[config.mk]
export PLATFORM = sky130hd
export DESIGN_NAME = affine_interp_fir_acc_flat
export DESIGN_NICKNAME = d
export VERILOG_FILES = /design/src/rtl/affine_interp_fir_acc_if.sv /design/src/rtl/affine_interp_fir_acc.sv /design/src/flat_wrapper.sv
export SDC_FILE = /design/constraint.sdc
export NUM_CORES = 1
export LEC_CHECK = 0
export BUFFER_PORTS_ARGS = -buffer_cell sky130_fd_sc_hd__buf_2
export CORE_MARGIN = 10
export CORE_UTILIZATION = 62
export DETAILED_ROUTE_END_ITERATION = 8
export PLACE_DENSITY = 0.84
export SETUP_SLACK_MARGIN = 0.3
export SKIP_CTS_REPAIR_TIMING = 1
export SLEW_MARGIN = 0
export SYNTH_ARGS = -nofsm -noshare
export SYNTH_HDL_FRONTEND = slang
export SYNTH_SLANG_ARGS = --single-unit
[constraint.sdc]
create_clock -name clk -period 6.6 [get_ports clk]
set_input_delay 0.66 -clock clk [delete_from_list [all_inputs] [get_ports clk]]
set_output_delay 0.66 -clock clk [all_outputs]
set_load 0.05 [all_outputs]
[src/rtl/affine_interp_fir_acc_if.sv]
// Streaming bundle between the MCM product banks, the interpolation FIR and the
// prediction buffer: eight signed tap products in, one clipped pixel out.
interface affine_interp_fir_acc_if #(
    parameter int PW    = 16,
    parameter int OUT_W = 8
);
    logic                    in_valid;
    logic                    in_ready;
    logic signed [PW-1:0]    p1;
    logic signed [PW-1:0]    p2;
    logic signed [PW-1:0]    p3;
    logic signed [PW-1:0]    p4;
    logic signed [PW-1:0]    p5;
    logic signed [PW-1:0]    p6;
    logic signed [PW-1:0]    p7;
    logic signed [PW-1:0]    p8;
    logic                    out_valid;
    logic                    out_ready;
    logic [OUT_W-1:0]        out_sample;
    logic                    out_last;

    modport master (
        output in_valid, p1, p2, p3, p4, p5, p6, p7, p8, out_ready,
        input  in_ready, out_valid, out_sample, out_last
    );

    modport slave (
        input  in_valid, p1, p2, p3, p4, p5, p6, p7, p8, out_ready,
        output in_ready, out_valid, out_sample, out_last
    );
endinterface

[src/rtl/affine_interp_fir_acc.sv]
// Transposed-form 8-tap accumulator for affine interpolation: sums per-tap MCM
// products over a row, then rounds, shifts and clips each result to a pixel.
module affine_interp_fir_acc #(
    parameter int PW    = 16,
    parameter int ACC_W = 20,
    parameter int SHIFT = 6,
    parameter int OUT_W = 8,
    parameter int LEN_W = 8
) (
    input  logic                 clk,
    input  logic                 rst_n,
    input  logic                 start,
    input  logic [LEN_W-1:0]     row_len,
    output logic                 busy,
    affine_interp_fir_acc_if.slave io
);

    typedef enum logic [1:0] {
        IDLE = 2'd0,
        FILL = 2'd1,
        RUN  = 2'd2
    } state_t;

    localparam logic signed [ACC_W:0] ROUND   = (ACC_W+1)'(1 << (SHIFT-1));
    localparam logic signed [ACC_W:0] PIX_MAX = (ACC_W+1)'((1 << OUT_W) - 1);
    localparam logic [LEN_W-1:0]      MIN_LEN = LEN_W'(8);
    localparam logic [LEN_W-1:0]      FILL_LAST = LEN_W'(6);

    state_t                  state_reg;
    logic [LEN_W-1:0]        cnt_reg;
    logic [LEN_W-1:0]        len_reg;
    logic                    out_valid_reg;
    logic                    out_last_reg;
    logic [OUT_W-1:0]        out_sample_reg;

    logic signed [PW-1:0]    prod_in  [1:8];
    logic signed [ACC_W-1:0] prod_ext [1:8];
    logic signed [ACC_W-1:0] chain_reg [1:7];

    logic                    start_ok;
    logic                    in_ready_int;
    logic                    accept;
    logic                    is_last;
    logic signed [ACC_W:0]   sum_full;
    logic signed [ACC_W:0]   rounded;
    logic [OUT_W-1:0]        pix_next;

    assign prod_in[1] = io.p1;
    assign prod_in[2] = io.p2;
    assign prod_in[3] = io.p3;
    assign prod_in[4] = io.p4;
    assign prod_in[5] = io.p5;
    assign prod_in[6] = io.p6;
    assign prod_in[7] = io.p7;
    assign prod_in[8] = io.p8;

    genvar gi;
    generate
        for (gi = 1; gi <= 8; gi++) begin : g_ext
            assign prod_ext[gi] = {{(ACC_W-PW){prod_in[gi][PW-1]}}, prod_in[gi]};
        end
    endgenerate

    assign start_ok     = start && (state_reg == IDLE) && (row_len >= MIN_LEN);
    // Single output register: stall input whenever a pending pixel cannot leave.
    assign in_ready_int = ((state_reg == FILL) || (state_reg == RUN)) &&
                          (!out_valid_reg || io.out_ready);
    assign accept       = io.in_valid && in_ready_int;
    assign is_last      = (cnt_reg == (len_reg - LEN_W'(1)));

    // Oldest products enter at R7 and ripple toward R1 gathering newer taps.
    generate
        for (gi = 1; gi <= 7; gi++) begin : g_chain
            always_ff @(posedge clk or negedge rst_n) begin
                if (!rst_n) begin
                    chain_reg[gi] <= '0;
                end else if (start_ok) begin
                    chain_reg[gi] <= '0;
                end else if (accept) begin
                    if (gi == 7) begin : g_tail
                        chain_reg[gi] <= prod_ext[8];
                    end else begin : g_mid
                        chain_reg[gi] <= chain_reg[gi+1] + prod_ext[gi+1];
                    end
                end
            end
        end
    endgenerate

    always_comb begin
        sum_full = {chain_reg[1][ACC_W-1], chain_reg[1]} +
                   {prod_ext[1][ACC_W-1], prod_ext[1]};
        rounded  = (sum_full + ROUND) >>> SHIFT;
        pix_next = '0;
        if (rounded < 0) begin
            pix_next = '0;
        end else if (rounded > PIX_MAX) begin
            pix_next = '1;
        end else begin
            pix_next = rounded[OUT_W-1:0];
        end
    end

    always_ff @(posedge clk or negedge rst_n) begin
        if (!rst_n) begin
            state_reg      <= IDLE;
            cnt_reg        <= '0;
            len_reg        <= '0;
            out_valid_reg  <= 1'b0;
            out_last_reg   <= 1'b0;
            out_sample_reg <= '0;
        end else begin
            case (state_reg)
                IDLE: begin
                    if (start_ok) begin
                        state_reg <= FILL;
                        cnt_reg   <= '0;
                        len_reg   <= row_len;
                    end
                end
                FILL: begin
                    if (accept) begin
                        cnt_reg <= cnt_reg + LEN_W'(1);
                        if (cnt_reg == FILL_LAST) begin
                            state_reg <= RUN;
                        end
                    end
                end
                RUN: begin
                    if (accept) begin
                        cnt_reg <= cnt_reg + LEN_W'(1);
                        if (is_last) begin
                            state_reg <= IDLE;
                        end
                    end
                end
                default: state_reg <= IDLE;
            endcase

            if (accept && (state_reg == RUN)) begin
                out_valid_reg  <= 1'b1;
                out_last_reg   <= is_last;
                out_sample_reg <= pix_next;
            end else if (out_valid_reg && io.out_ready) begin
                out_valid_reg <= 1'b0;
                out_last_reg  <= 1'b0;
            end
        end
    end

    assign io.in_ready   = in_ready_int;
    assign io.out_valid  = out_valid_reg;
    assign io.out_last   = out_last_reg;
    assign io.out_sample = out_sample_reg;
    assign busy          = (state_reg != IDLE);

endmodule

[src/flat_wrapper.sv]
// flat-port wrapper written by rule: the top's interface ports become plain ports
module affine_interp_fir_acc_flat 
#(
    parameter int PW    = 16,
    parameter int ACC_W = 20,
    parameter int SHIFT = 6,
    parameter int OUT_W = 8,
    parameter int LEN_W = 8
)
  (clk, rst_n, start, row_len, busy, io_in_valid, io_p1, io_p2, io_p3, io_p4, io_p5, io_p6, io_p7, io_p8, io_out_ready, io_in_ready, io_out_valid, io_out_sample, io_out_last);
  affine_interp_fir_acc_if #(.PW(PW), .OUT_W(OUT_W)) io_i ();
  input  logic clk;
  input  logic rst_n;
  input  logic start;
  input  logic [LEN_W-1:0] row_len;
  output logic busy;
  input wire logic [$bits(io_i.in_valid)-1:0] io_in_valid;
  input wire logic [$bits(io_i.p1)-1:0] io_p1;
  input wire logic [$bits(io_i.p2)-1:0] io_p2;
  input wire logic [$bits(io_i.p3)-1:0] io_p3;
  input wire logic [$bits(io_i.p4)-1:0] io_p4;
  input wire logic [$bits(io_i.p5)-1:0] io_p5;
  input wire logic [$bits(io_i.p6)-1:0] io_p6;
  input wire logic [$bits(io_i.p7)-1:0] io_p7;
  input wire logic [$bits(io_i.p8)-1:0] io_p8;
  input wire logic [$bits(io_i.out_ready)-1:0] io_out_ready;
  output wire logic [$bits(io_i.in_ready)-1:0] io_in_ready;
  output wire logic [$bits(io_i.out_valid)-1:0] io_out_valid;
  output wire logic [$bits(io_i.out_sample)-1:0] io_out_sample;
  output wire logic [$bits(io_i.out_last)-1:0] io_out_last;
  assign io_i.in_valid = io_in_valid;
  assign io_i.p1 = io_p1;
  assign io_i.p2 = io_p2;
  assign io_i.p3 = io_p3;
  assign io_i.p4 = io_p4;
  assign io_i.p5 = io_p5;
  assign io_i.p6 = io_p6;
  assign io_i.p7 = io_p7;
  assign io_i.p8 = io_p8;
  assign io_i.out_ready = io_out_ready;
  assign io_in_ready = io_i.in_ready;
  assign io_out_valid = io_i.out_valid;
  assign io_out_sample = io_i.out_sample;
  assign io_out_last = io_i.out_last;
  affine_interp_fir_acc #(.PW(PW), .ACC_W(ACC_W), .SHIFT(SHIFT), .OUT_W(OUT_W), .LEN_W(LEN_W)) u_core (.clk(clk), .rst_n(rst_n), .start(start), .row_len(row_len), .busy(busy), .io(io_i));
endmodule
# Word-level counts from Yosys, hierarchy flattened
# Cells that the tools add are included.
[classes]
magnitude_cmp = 3
n_mux = 28
n_reduce_logical = 18
multipliers = 0
div = 0
bitwise_logic = 0
shift = 0
eq_ne = 10
add_sub_neg = 10
[op_table]
columns = ["operator", "n"]
rows = [
  ["2-to-1 mux 20 bit", 14],
  ["adder 20 x 16 -> 20 bit", 6],
  ["2-to-1 mux 8 bit", 4],
  ["adder 20 x 16 -> 21 bit", 1],
  ["adder 21 x 7 -> 21 bit, second input constant", 1],
  ["one-hot mux 8 bit (2 select lines)", 1],
  ["greater-than comparator 15 x 9 -> 1 bit, second input constant", 1],
  ["less-than comparator 15 x 1 -> 1 bit, second input constant", 1],
  ["2-to-1 mux 2 bit", 5],
  ["!= test 2 x 1 -> 1 bit, second input constant", 5],
  ["adder 8 x 1 -> 8 bit, second input constant", 1],
  ["equality test 8 x 3 -> 1 bit, second input constant", 1],
  ["equality test 8 bit", 1],
  ["greater-or-equal comparator 8 x 4 -> 1 bit, second input constant", 1],
  ["nonzero test 2 bit", 4],
  ["subtractor 8 x 1 -> 8 bit, second input constant", 1],
  ["logical AND 1 bit", 6],
  ["one-hot mux 2 bit (3 select lines)", 1],
  ["AND reduction 5 bit", 1],
  ["2-to-1 mux 1 bit", 3],
  ["AND reduction 3 bit", 1],
  ["equality test 2 x 1 -> 1 bit, second input constant", 1],
  ["equality test 2 bit, second input constant", 1],
  ["zero test 2 bit", 1],
  ["other kinds (5)", 6],
]
[word_totals]
latch_bits = 0
reg_bits = 168
rom_bits = 0
mem_bits_rw = 0
in_bits = 141
n_memories = 0

# Longest topological paths before layout
# Gate-level depths: netlist of the first run.
[depth]
depth_word = 6
ltp_mapped = 12

# Least setup slack after synthesis of the first run
# OpenSTA, ideal clock, no wires.
[synth_timing]
kind = "in2reg"
start = "input io_p1[4]"
end = "register u_core.out_sample_reg[0] (netlist: u_core.io.out_sample[0])"
n_path_buf = 0
setup_ns = 0.127
setup_slack_ns = 3.279
arrival_ns = 3.195
stages = 11
required_ns = 6.473
path_cell_list = "ha_1 -> ha_1 -> or3_1 -> o221ai_2 -> a211oi_1 -> o31a_1 -> or3_1 -> a21oi_1 -> nor4b_4 -> a21boi_4 -> a221o_2"
[synth_via]
elab_chain_len = 5
[synth_rtl]
columns = ["element", "line", "rtl"]
rows = [
  ["start, declared", "flat_wrapper.sv:18", "input wire logic [$bits(io_i.p1)-1:0] io_p1;"],
  ["adder 20 x 16 -> 21 bit *", "affine_interp_fir_acc.sv:91", "sum_full = {chain_reg[1][ACC_W-1], chain_reg[1]} +"],
  ["adder 21 x 7 -> 21 bit *", "affine_interp_fir_acc.sv:93", "rounded = (sum_full + ROUND) >>> SHIFT;"],
  ["greater-than comparator 15 x 9 -> 1 bit", "affine_interp_fir_acc.sv:97", "end else if (rounded > PIX_MAX) begin"],
  ["2-to-1 mux 8 bit", "affine_interp_fir_acc.sv:97", ""],
  ["2-to-1 mux 8 bit *", "affine_interp_fir_acc.sv:95", "if (rounded < 0) begin"],
  ["end signal, assigned", "affine_interp_fir_acc.sv:143", "out_sample_reg <= pix_next;"],
  ["end, declared", "affine_interp_fir_acc.sv:34", "logic [OUT_W-1:0] out_sample_reg;"],
]
# Every way passes the cells marked *; elsewhere a longest branch is shown, timed or not.
# A chain may end at the register's enable or synchronous reset.

# Final worst setup path of the first run
[layout_timing]
start = "register u_core.state_reg[0]"
end = "register u_core.chain_reg[139] (netlist bit)"
[layout_via]
elab_chain_len = 5
[layout_rtl]
columns = ["element", "line", "rtl"]
rows = [
  ["start, declared", "affine_interp_fir_acc.sv:29", "state_t state_reg;"],
  ["start signal, assigned", "affine_interp_fir_acc.sv:106", "state_reg <= IDLE;"],
  ["start signal, assigned", "affine_interp_fir_acc.sv:116", "state_reg <= FILL;"],
  ["start signal, assigned", "affine_interp_fir_acc.sv:125", "state_reg <= RUN;"],
  ["equality test 2 x 1 -> 1 bit or equality test 2 bit (tied branches)", "affine_interp_fir_acc.sv:66", "assign in_ready_int = ((state_reg == FILL) || (state_reg == RUN)) &&"],
  ["logical OR 1 bit", "affine_interp_fir_acc.sv:66", ""],
  ["logical AND 1 bit", "affine_interp_fir_acc.sv:66", ""],
  ["logical AND 1 bit", "affine_interp_fir_acc.sv:68", "assign accept = io.in_valid && in_ready_int;"],
  ["nonzero test 2 bit (no source line)", "-", ""],
  ["end signal, assigned by index", "affine_interp_fir_acc.sv:81", "chain_reg[gi] <= prod_ext[8];"],
  ["end signal, assigned by index", "affine_interp_fir_acc.sv:83", "chain_reg[gi] <= chain_reg[gi+1] + prod_ext[gi+1];"],
  ["end, declared", "affine_interp_fir_acc.sv:38", "logic signed [ACC_W-1:0] chain_reg [1:7];"],
]
# Parallel ways exist; a longest one is shown, timed or not.

==> flow_summary.ini, run 1 <==
[outcome]
status = finished, final reports clean

[synth]
yosys.area.top_type = dfrtp_1
synth_edf_count = 0
yosys-top-cells-area = dfrtp_1 33%, ha_1 15%, nand2_1 6.5%
synth_top_cell_area_share_pct = 32.67
synth_xor_area_share_pct = 6.485
syn_avg_cell_area_um2 = 8.516
syn_inst = 1475
syn_nets = 1777
synth_fa_ha_area_share_pct = 16.40
synth_seq_cells = 164
synth-warning-count = 0
syn-cell-area_um2 = 12560
synthArstFlopShare_pct = 100.0
synth_cell_types = 70
ys_seq_area_share_pct = 32.67
synthMuxAreaShare_pct = 0.8268
synth_compound_gate_area_share_pct = 21.86
synth_top_family_by_area = compound AO/OA/AOI/OAI gates
synthSimpleGateAreaFrac_pct = 18.55
ys.flop_type = dfrtp_1

[route]
firstDrtPassIters = 5
antenna_left = 0
wl_per_cell_um = 17.36
vias = 11360
via_per_inst = 6.002
drt-total-wl_mm = 32.86
post-route-drc-count = 0
drt-initial-drc-count = 621

[pwr]
leakagePower_nw = 6.898
ir_drop_v = 0.0002644
p_per_area_nw_per_um2 = 446.3

[place]
dp_hpwl_mm = 24.36
port_buffers = 152
pre_cts_slack_ns = 2.878
dpl_cell_area_um2 = 13570
gp_congestion = 0.8749

[worst_setup_path]
end_kind = flop
r2r_slack_ns = 3.08
worstSetupStartpointType = flop
slowest_stage = buf_4
cp_common_cell = buf_4
cp_data_required_time_ns = 6.90
cp_cell_sequence = inv_1 > ha_1 > and3_4 > buf_4 > nand2_1 > buf_4 > or3_1 > o311ai_0
worstSetupPathType = reg -> reg
worst_path_largest_cell_delay_ns = 0.64
crit_fanout = 65
r2r-start = u_core.state_reg[0]$_DFFE_PN0P_
worstPathArrival_ns = 3.82
reg2reg_depth = 8
r2r-end = u_core.chain_reg[139]$_DFFE_PN0P_

[final_layout]
final_nets = 1910
drive_gt1_share_pct = 13.39
seq_area_um2 = 4104
mostFrequentLayoutCells = 216 x nand2_1, 164 x dfrtp_1, 157 x a21oi_1, 155 x ha_1, 151 x buf_2
fin_util_pct = 70.53
largest_reg_flops = 136
multi_input_area_um2 = 8077
layout_commonest_cell = nand2_1
fillerInstances = 1549
final_area_um2 = 14180
syn2layout_area_growth_pct = 12.88

[floorplan]
die_w_um = 162.3
boundaryPins = 153
start_util_pct = 62.48
die-area_um2 = 26350
die_h_um = 162.3
core_um2 = 20100
rows = 52

[clock_network]
insertion_delay_ns = 0.44
clock-root-buffer = clkbuf_16
htree_levels = 4
clock-sinks = 164
cts_tree = yes
clkTransAtPathRegs_ns = 0.07
cts_buffers = 17
clockBufferDepth = 2

[timing]
fin_crit_sh_pct = 53.33
layout_min_cycle_time_ns = 3.519
rsz0062_at_grt = no
hold_viol_final = 0
slew_headroom_pct = 28.49
holdWs_ns = 0.2770
setup_viol = 0
finalWorstSetupSlack_ns = 3.081
worst_pin_slew_ns = 1.069
max_freq_mhz = 284.1
skew_ns = 0.01244
tns_ns = 0
final_max_slew_viol_count = 0

[global_route]
antenna_found_initial = 5
grt_remaining_overflow = 0
grt_pass1_vias = 11540
grt_pass1_wl_mm = 54.54
grt_max_degree = 91
groute.usage.overall_pct = 24.82

[worst_hold_path]
min_path_type = in -> async

[job]
cap_viol_max_count = 0
## where the power goes
part / switching (mW) / internal (mW) / leakage, nW
clock: 0.427 / 0.608 / 0.284
sequential: 0.240 / 1.39 / 2.13
combinational: 2.20 / 1.47 / 4.48
total: 2.87 / 3.46 / 6.90
## worst max-delay path by stage
stage                                          from                                   to  slack [ns]
detailed placement                       row_len[7]    u_core.chain_reg[139]$_DFFE_PN0P_        2.88
global route        u_core.state_reg[0]$_DFFE_PN0P_    u_core.chain_reg[139]$_DFFE_PN0P_        2.86
global placement                           io_p1[4]  u_core.io.out_sample[2]$_DFFE_PN0P_        2.99
CTS                 u_core.state_reg[0]$_DFFE_PN0P_    u_core.chain_reg[139]$_DFFE_PN0P_        3.12
finish              u_core.state_reg[0]$_DFFE_PN0P_    u_core.chain_reg[139]$_DFFE_PN0P_        3.08
floorplan                                  io_p1[4]  u_core.io.out_sample[0]$_DFFE_PN0P_        3.28
## synthesized netlist by cell type, drive strengths merged, types with 28 or more instances
| master | number |
|---|---|
| xnor2 | 54 |
| nor2 | 119 |
| nor3 | 39 |
| dfrtp | 164 |
| a21o | 28 |
| ha | 155 |
| inv | 61 |
| o21ai | 86 |
| nand2 | 217 |
| nand3 | 31 |
| clkbuf | 41 |
| a21oi | 157 |
| xor2 | 39 |
## metal layers
metal	global-route usage (%)	routed length (um)	vias up
li1	-	-	5552
met5	0	40	-
met3	6.117	2087	67
met1	28.08	13100	5413
met2	44.71	16820	323
met4	8.147	816	6
## logic make-up (layout without fill, tap and decap cells)
| group | count (synthesis) | in the layout |
|---|---|---|
| flops | 164 | 164 |
| simple gates | 513 | 513 |
| compound gates | 428 | 428 |
| xor+xnor | 93 | 93 |
| fa+ha+maj | 161 | 161 |
| mux | 9 | 9 |
| other cells | 0 | 2 |
| buf+inv | 107 | 253 |
## stage by stage
stage / power [mW] / instances
finish: 6.328 / 1893
global route: 6.858 / 1891
CTS: 6.323 / 1891
detailed placement: 5.255 / 1859
global placement: 5.118 / 1859
floorplan: 4.419 / 1475
## critical path, delay by kind of cell, from the launching register on
kind            cells  cell delay (ns)
flops               1             0.40
fa+ha+maj           1             0.36
compound gates      1             0.32
buf+inv             3             1.05
simple gates        3             1.16
## final cells by class
class,count,share of cell area [%]
Multi-Input combinational cell,1204,56.96
Sequential cell,164,28.94
Timing Repair Buffer,160,5.833
Clock buffer,21,3.177
Tap cell,270,2.383
Inverter,61,1.615
Clock inverter,11,1.050
Antenna cell,2,0.03530
Note: power is estimated with default switching activity, not from simulation.
==> run 2: changes to the inputs <==
--- a/config.mk
+++ b/config.mk
@@ -7,9 +7,9 @@
 export LEC_CHECK = 0
 export BUFFER_PORTS_ARGS = -buffer_cell sky130_fd_sc_hd__buf_2
 export CORE_MARGIN = 10
-export CORE_UTILIZATION = 62
+export CORE_UTILIZATION = 54
 export DETAILED_ROUTE_END_ITERATION = 8
-export PLACE_DENSITY = 0.84
+export PLACE_DENSITY = 0.78
 export SETUP_SLACK_MARGIN = 0.3
 export SKIP_CTS_REPAIR_TIMING = 1
 export SLEW_MARGIN = 0
==> constraint.sdc (replaced) <==
create_clock -name clk -period 3.2 [get_ports clk]
set_input_delay 0.32 -clock clk [delete_from_list [all_inputs] [get_ports clk]]
set_output_delay 0.32 -clock clk [all_outputs]
set_load 0.05 [all_outputs]
==> run 2 against run 1 <==
  * Hold slack worse by 0.20 ns
  * Critical endpoint is now u_core.io.out_sample[0]$_DFFE_PN0P_
  * Sequential cell count stayed put
  * Routed wire length is 1.6% higher
  * Clock power grew 100%
  * Maximum frequency increased by 11%
==> flow_summary.ini, run 2 (synthesis results as in run 1) <==
[worst_setup_path]
r2r-end = u_core.io.out_sample[0]$_DFFE_PN0P_
reg2reg_depth = 11
cp_top_family = compound AO/OA/AOI/OAI gates
cp_data_required_time_ns = 3.51
worstPathArrival_ns = 3.49
worstSetupPathType = reg -> reg
crit_fanout = 8
end_kind = flop
r2r_slack_ns = 0.02
crit_end = u_core.io.out_sample[0]$_DFFE_PN0P_
crit_buf_inv = 0
worstSetupStartpointType = flop
cp_cell_sequence = ha_1 > ha_2 > and4_1 > o221ai_4 > a21oi_1 > o21a_1 > a221o_1 > a211oi_2 > nor4b_4 > a21boi_4 > a221o_2
crit_path_start = u_core.chain_reg[122]$_DFFE_PN0P_
slowest_stage = dfrtp_1
r2r-start = u_core.chain_reg[122]$_DFFE_PN0P_
path_depth = 11
worst_path_largest_cell_delay_ns = 0.38

[clock_network]
htree_levels = 4
insertion_delay_ns = 0.44
clock-sinks = 164
cts_buffers = 17
clkTransAtPathRegs_ns = 0.07
clockBufferDepth = 2
clock-root-buffer = clkbuf_16
cts_tree = yes

[floorplan]
boundaryPins = 153
die-area_um2 = 29760
die_h_um = 172.5
rows = 55
die_w_um = 172.5
start_util_pct = 55.14
core_um2 = 22780

[pwr]
p_per_area_nw_per_um2 = 912.7
leakagePower_nw = 7.074
ir_drop_v = 0.0006277

[global_route]
grt_remaining_overflow = 0
groute.usage.overall_pct = 21.71
grt_max_degree = 123
grt_pass1_vias = 11420
antenna_found_initial = 7
grt_pass1_wl_mm = 54.62

[route]
wl_met1_mm = 14.30
antenna_left = 0
post-route-drc-count = 0
wl_per_cell_um = 17.02
drt-initial-drc-count = 829
drt-total-wl_mm = 33.38
highest-signal-layer = met5
met3_wirelength_mm = 1.929
vias = 11360
firstDrtPassIters = 5
via_per_inst = 5.794
dr_wl_met2_mm = 16.35

[place]
dpl_cell_area_um2 = 13790
dp_hpwl_mm = 24.50
port_buffers = 152
pre_cts_slack_ns = -0.04970
gp_congestion = 0.9051
dpl.cell_count = 1915

[timing]
setup_viol = 0
slew_headroom_pct = 58.08
final_max_slew_viol_count = 0
skew_ns = 0.01867
fin_crit_sh_pct = 99.31
max_freq_mhz = 314.7
rsz0062_at_grt = yes
finalWorstSetupSlack_ns = 0.02200
layout_min_cycle_time_ns = 3.178
worst_pin_slew_ns = 0.6287
tns_ns = 0
hold_viol_final = 0

[final_layout]
final_area_um2 = 14690
fin_util_pct = 64.48
drive_gt1_share_pct = 17.09
mostFrequentLayoutCells = 216 x nand2_1, 164 x dfrtp_1, 155 x a21oi_1, 151 x ha_1, 151 x buf_2
largest_reg_flops = 136
layout_commonest_cell = nand2_1
syn2layout_area_growth_pct = 16.93
final_nets = 1933
final_cells = 1961

[job]
cap_viol_max_count = 0

[worst_hold_path]
min_path_type = in -> reg

[outcome]
status = finished, final reports clean
## run 2: cell types whose count changed in the layout (fill, tap and decap cells not counted), moves of 5 or more
| cell | before | now |
|---|---|---|
| a211oi_1 | 25 | 19 |
| buf_4 | 8 | 27 |
| o21ai_0 | 86 | 81 |
| a211oi_2 | 1 | 7 |
## run 2: tightest hold or removal path: stages
cell and delay [ns]:
buf_2 0.07, nand2_1 0.04, nand2_1 0.05
## run 2: how the worst min path moves through the flow
stage                from                                  end  cells after the start
2_1_floorplan       rst_n      u_core.chain_reg[0]$_DFFE_PN0P_                      0
3_3_place_gp        rst_n  u_core.io.out_sample[1]$_DFFE_PN0P_                      1
3_5_place_dp        rst_n  u_core.io.out_sample[3]$_DFFE_PN0P_                      1
4_1_cts             rst_n  u_core.io.out_sample[3]$_DFFE_PN0P_                      1
5_1_grt        row_len[2]        u_core.len_reg[2]$_DFFE_PN0P_                      3
6_report       row_len[2]        u_core.len_reg[2]$_DFFE_PN0P_                      3
## run 2: final cells by class
type / instances / area, um2
clock buffers: 18 / 439.2
well taps: 313 / 391.6
inverters: 61 / 229.0
fillers: 1912 / 8090
flip-flops and latches: 164 / 4104
multi-input cells: 1204 / 8312
repair buffers: 183 / 1040
diodes: 4 / 10.01
clock inverters: 14 / 162.7
## run 2: where the power goes
part           switching [mW]  internal (mW)
Clock                   0.939           1.19
Sequential              0.498           2.86
Combinational            4.68           3.24
## run 2: per-layer routing
layer	track usage, %	vias to the layer above
met2	37.59	290
met1	26.05	5382
met5	0	-
met3	4.883	55
li1	-	5629
met4	6.995	6
## run 2: stage by stage
stage / hold WS [ns] / power [mW]
floorplan: 0.02441 / 9.130
global placement: 0.2519 / 10.71
detailed placement: 0.2530 / 10.95
CTS: -0.2043 / 13.13
global route: 0.09633 / 14.58
finish: 0.08089 / 13.41
==> run 3: changes to the inputs <==
==> constraint.sdc (replaced) <==
create_clock -name clk -period 3.2 [get_ports clk]
set_input_delay 0 -clock clk [delete_from_list [all_inputs] [get_ports clk]]
set_output_delay 0 -clock clk [all_outputs]
set_load 0.05 [all_outputs]
==> run 3 against run 2 <==
  * The run now ends with hold timing left
  * Core utilization is 1.1 points higher
  * First-iteration DRC count is 7.0% higher
  * Total power is 0.22% higher
  * Sequential share of layout area is 0.48 points lower
  * Clock skew is 0.0054 ns lower
  * Via count is 1.1% higher
  * Count of clock-buffer cells in the layout stayed put
  * Critical endpoint is now u_core.io.out_sample[5]$_DFFE_PN0P_
  * Largest cell class unchanged
  * Largest power group unchanged
  * Highest routed layer unchanged
==> flow_summary.ini, run 3 (synthesis results as in run 1) <==
[outcome]
status = complete, but fails checks
failed_checks = hold timing

[place]
dpl_cell_area_um2 = 13790
port_buffers = 152
pre_cts_slack_ns = 0.004061
gp_congestion = 0.8891
dp_hpwl_mm = 24.72
dpl.cell_count = 1915

[clock_network]
cts_buffers = 17
insertion_delay_ns = 0.43
clock-sinks = 164
cts_tree = yes
htree_levels = 4
clkTransAtPathRegs_ns = 0.07
clockBufferDepth = 2
clock-root-buffer = clkbuf_16

[worst_setup_path]
cp_top_family = compound AO/OA/AOI/OAI gates
crit_fanout = 8
cp_cell_sequence = ha_1 > ha_2 > or3_4 > o221ai_4 > a211oi_4 > o31a_1 > or3_1 > a21oi_2 > nor4b_4 > a21boi_4 > a221o_2
worstPathArrival_ns = 3.49
worst_path_largest_cell_delay_ns = 0.39
end_kind = flop
path_depth = 11
worstSetupStartpointType = flop
crit_path_start = u_core.chain_reg[124]$_DFFE_PN0P_
reg2reg_depth = 11
slowest_stage = dfrtp_1
worstSetupPathType = reg -> reg
cp_data_required_time_ns = 3.51
crit_buf_inv = 0
r2r-start = u_core.chain_reg[124]$_DFFE_PN0P_

[pwr]
ir_drop_v = 0.0005352
leakagePower_nw = 7.188
p_per_area_nw_per_um2 = 899.0

[job]
cap_viol_max_count = 0

[timing]
layout_min_cycle_time_ns = 3.178
holdWs_ns = -0.03413
tns_ns = 0
fin_crit_sh_pct = 99.32
finalWorstSetupSlack_ns = 0.02188
final_max_slew_viol_count = 0
skew_ns = 0.01329
setup_viol = 0
rsz0062_at_grt = yes
worst_pin_slew_ns = 0.8252
max_freq_mhz = 314.7
hold_viol_final = 1
slew_headroom_pct = 44.99

[final_layout]
syn2layout_area_growth_pct = 18.98
final_cells = 1986
final_nets = 1959
drive_gt1_share_pct = 16.59
largest_reg_flops = 136
mostFrequentLayoutCells = 216 x nand2_1, 164 x dfrtp_1, 153 x a21oi_1, 151 x buf_2, 150 x ha_1
layout_commonest_cell = nand2_1
final_area_um2 = 14940

[route]
drt-total-wl_mm = 33.31
post-route-drc-count = 0
wl_per_cell_um = 16.77
vias = 11490
antenna_left = 0
firstDrtPassIters = 5
drt-initial-drc-count = 887
via_per_inst = 5.785

[worst_hold_path]
hp-start = io_p2[0]
min_path_type = in -> reg
hold-path-cell-count = 4

[global_route]
grt_pass1_vias = 11310
groute.usage.overall_pct = 21.61
grt_max_degree = 123
grt_remaining_overflow = 0
grt_pass1_wl_mm = 54.38
antenna_found_initial = 5

[floorplan]
rows = 55
core_um2 = 22780
start_util_pct = 55.14
boundaryPins = 153
die-area_um2 = 29760
die_w_um = 172.5
die_h_um = 172.5
==> run 3: cell count changes in the layout (fill, tap and decap cells not counted), sizes merged <==
| cell | change |
|---|---|
| clkinv | +1 |
| dlygate4sd3 | +28 |
| buf | -2 |
| diode | -1 |
| clkinvlp | -1 |
==> run 3: cell type report <==
class	count	area, um2
antenna	3	7.507
clock buffer	18	439.2
clock inverter	14	166.4
fill	1843	7834
inverter	61	229.0
multi-input combinational	1204	8302
sequential	164	4104
tap	313	391.6
timing repair buffer	209	1305
==> run 3: where the power goes <==
| part | total, mW | switching, mW | internal [mW] |
|---|---|---|---|
| combinational | 7.96 | 4.68 | 3.28 |
| clock | 2.13 | 0.936 | 1.20 |
| sequential | 3.34 | 0.487 | 2.85 |
==> run 3: path summary, 6_finish.rpt <==
path,endpoint,slack [ns]
min reg2reg,u_core.chain_reg[72]$_DFFE_PN0P_,0.49
min in group asynchronous,u_core.io.out_sample[1]$_DFFE_PN0P_,0.18
max in group asynchronous,u_core.chain_reg[130]$_DFFE_PN0P_,2.12
max,u_core.io.out_sample[5]$_DFFE_PN0P_,0.02
max reg2reg,u_core.io.out_sample[5]$_DFFE_PN0P_,0.02
min,u_core.chain_reg[120]$_DFFE_PN0P_,-0.03
==> run 3: metal layers <==
layer	global-route usage [%]	share of wire, %	wire length, um	up-vias
li1	-	-	-	5669
met1	25.81	42	13990	5447
met2	37.12	49	16380	314
met3	5.255	6.4	2145	55
met4	7.285	2.3	764	4
met5	0	0.10	34	-
==> run 3: metrics by stage <==
| stage | hold WS [ns] | total power, mW | utilization (%) |
|---|---|---|---|
| 3_5_place_dp | 0.1226 | 10.96 | 60.52 |
| 3_3_place_gp | 0.1072 | 10.73 | 60.52 |
| 2_1_floorplan | -0.2956 | 9.130 | - |
| 4_1_cts | -0.3468 | 13.15 | 63.18 |
| 6_report | -0.03413 | 13.44 | 65.61 |
| 5_1_grt | 0.02156 | 14.60 | 65.58 |
==> run 3: tightest hold or removal path, delay by kind of cell <==
family | cells | cell delay (ns)
adder cells (fa/ha/maj) | 1 | 0.12
buffers and inverters | 1 | 0.08
AND/OR/NAND/NOR | 1 | 0.05
AO/OA/AOI/OAI | 1 | 0.11
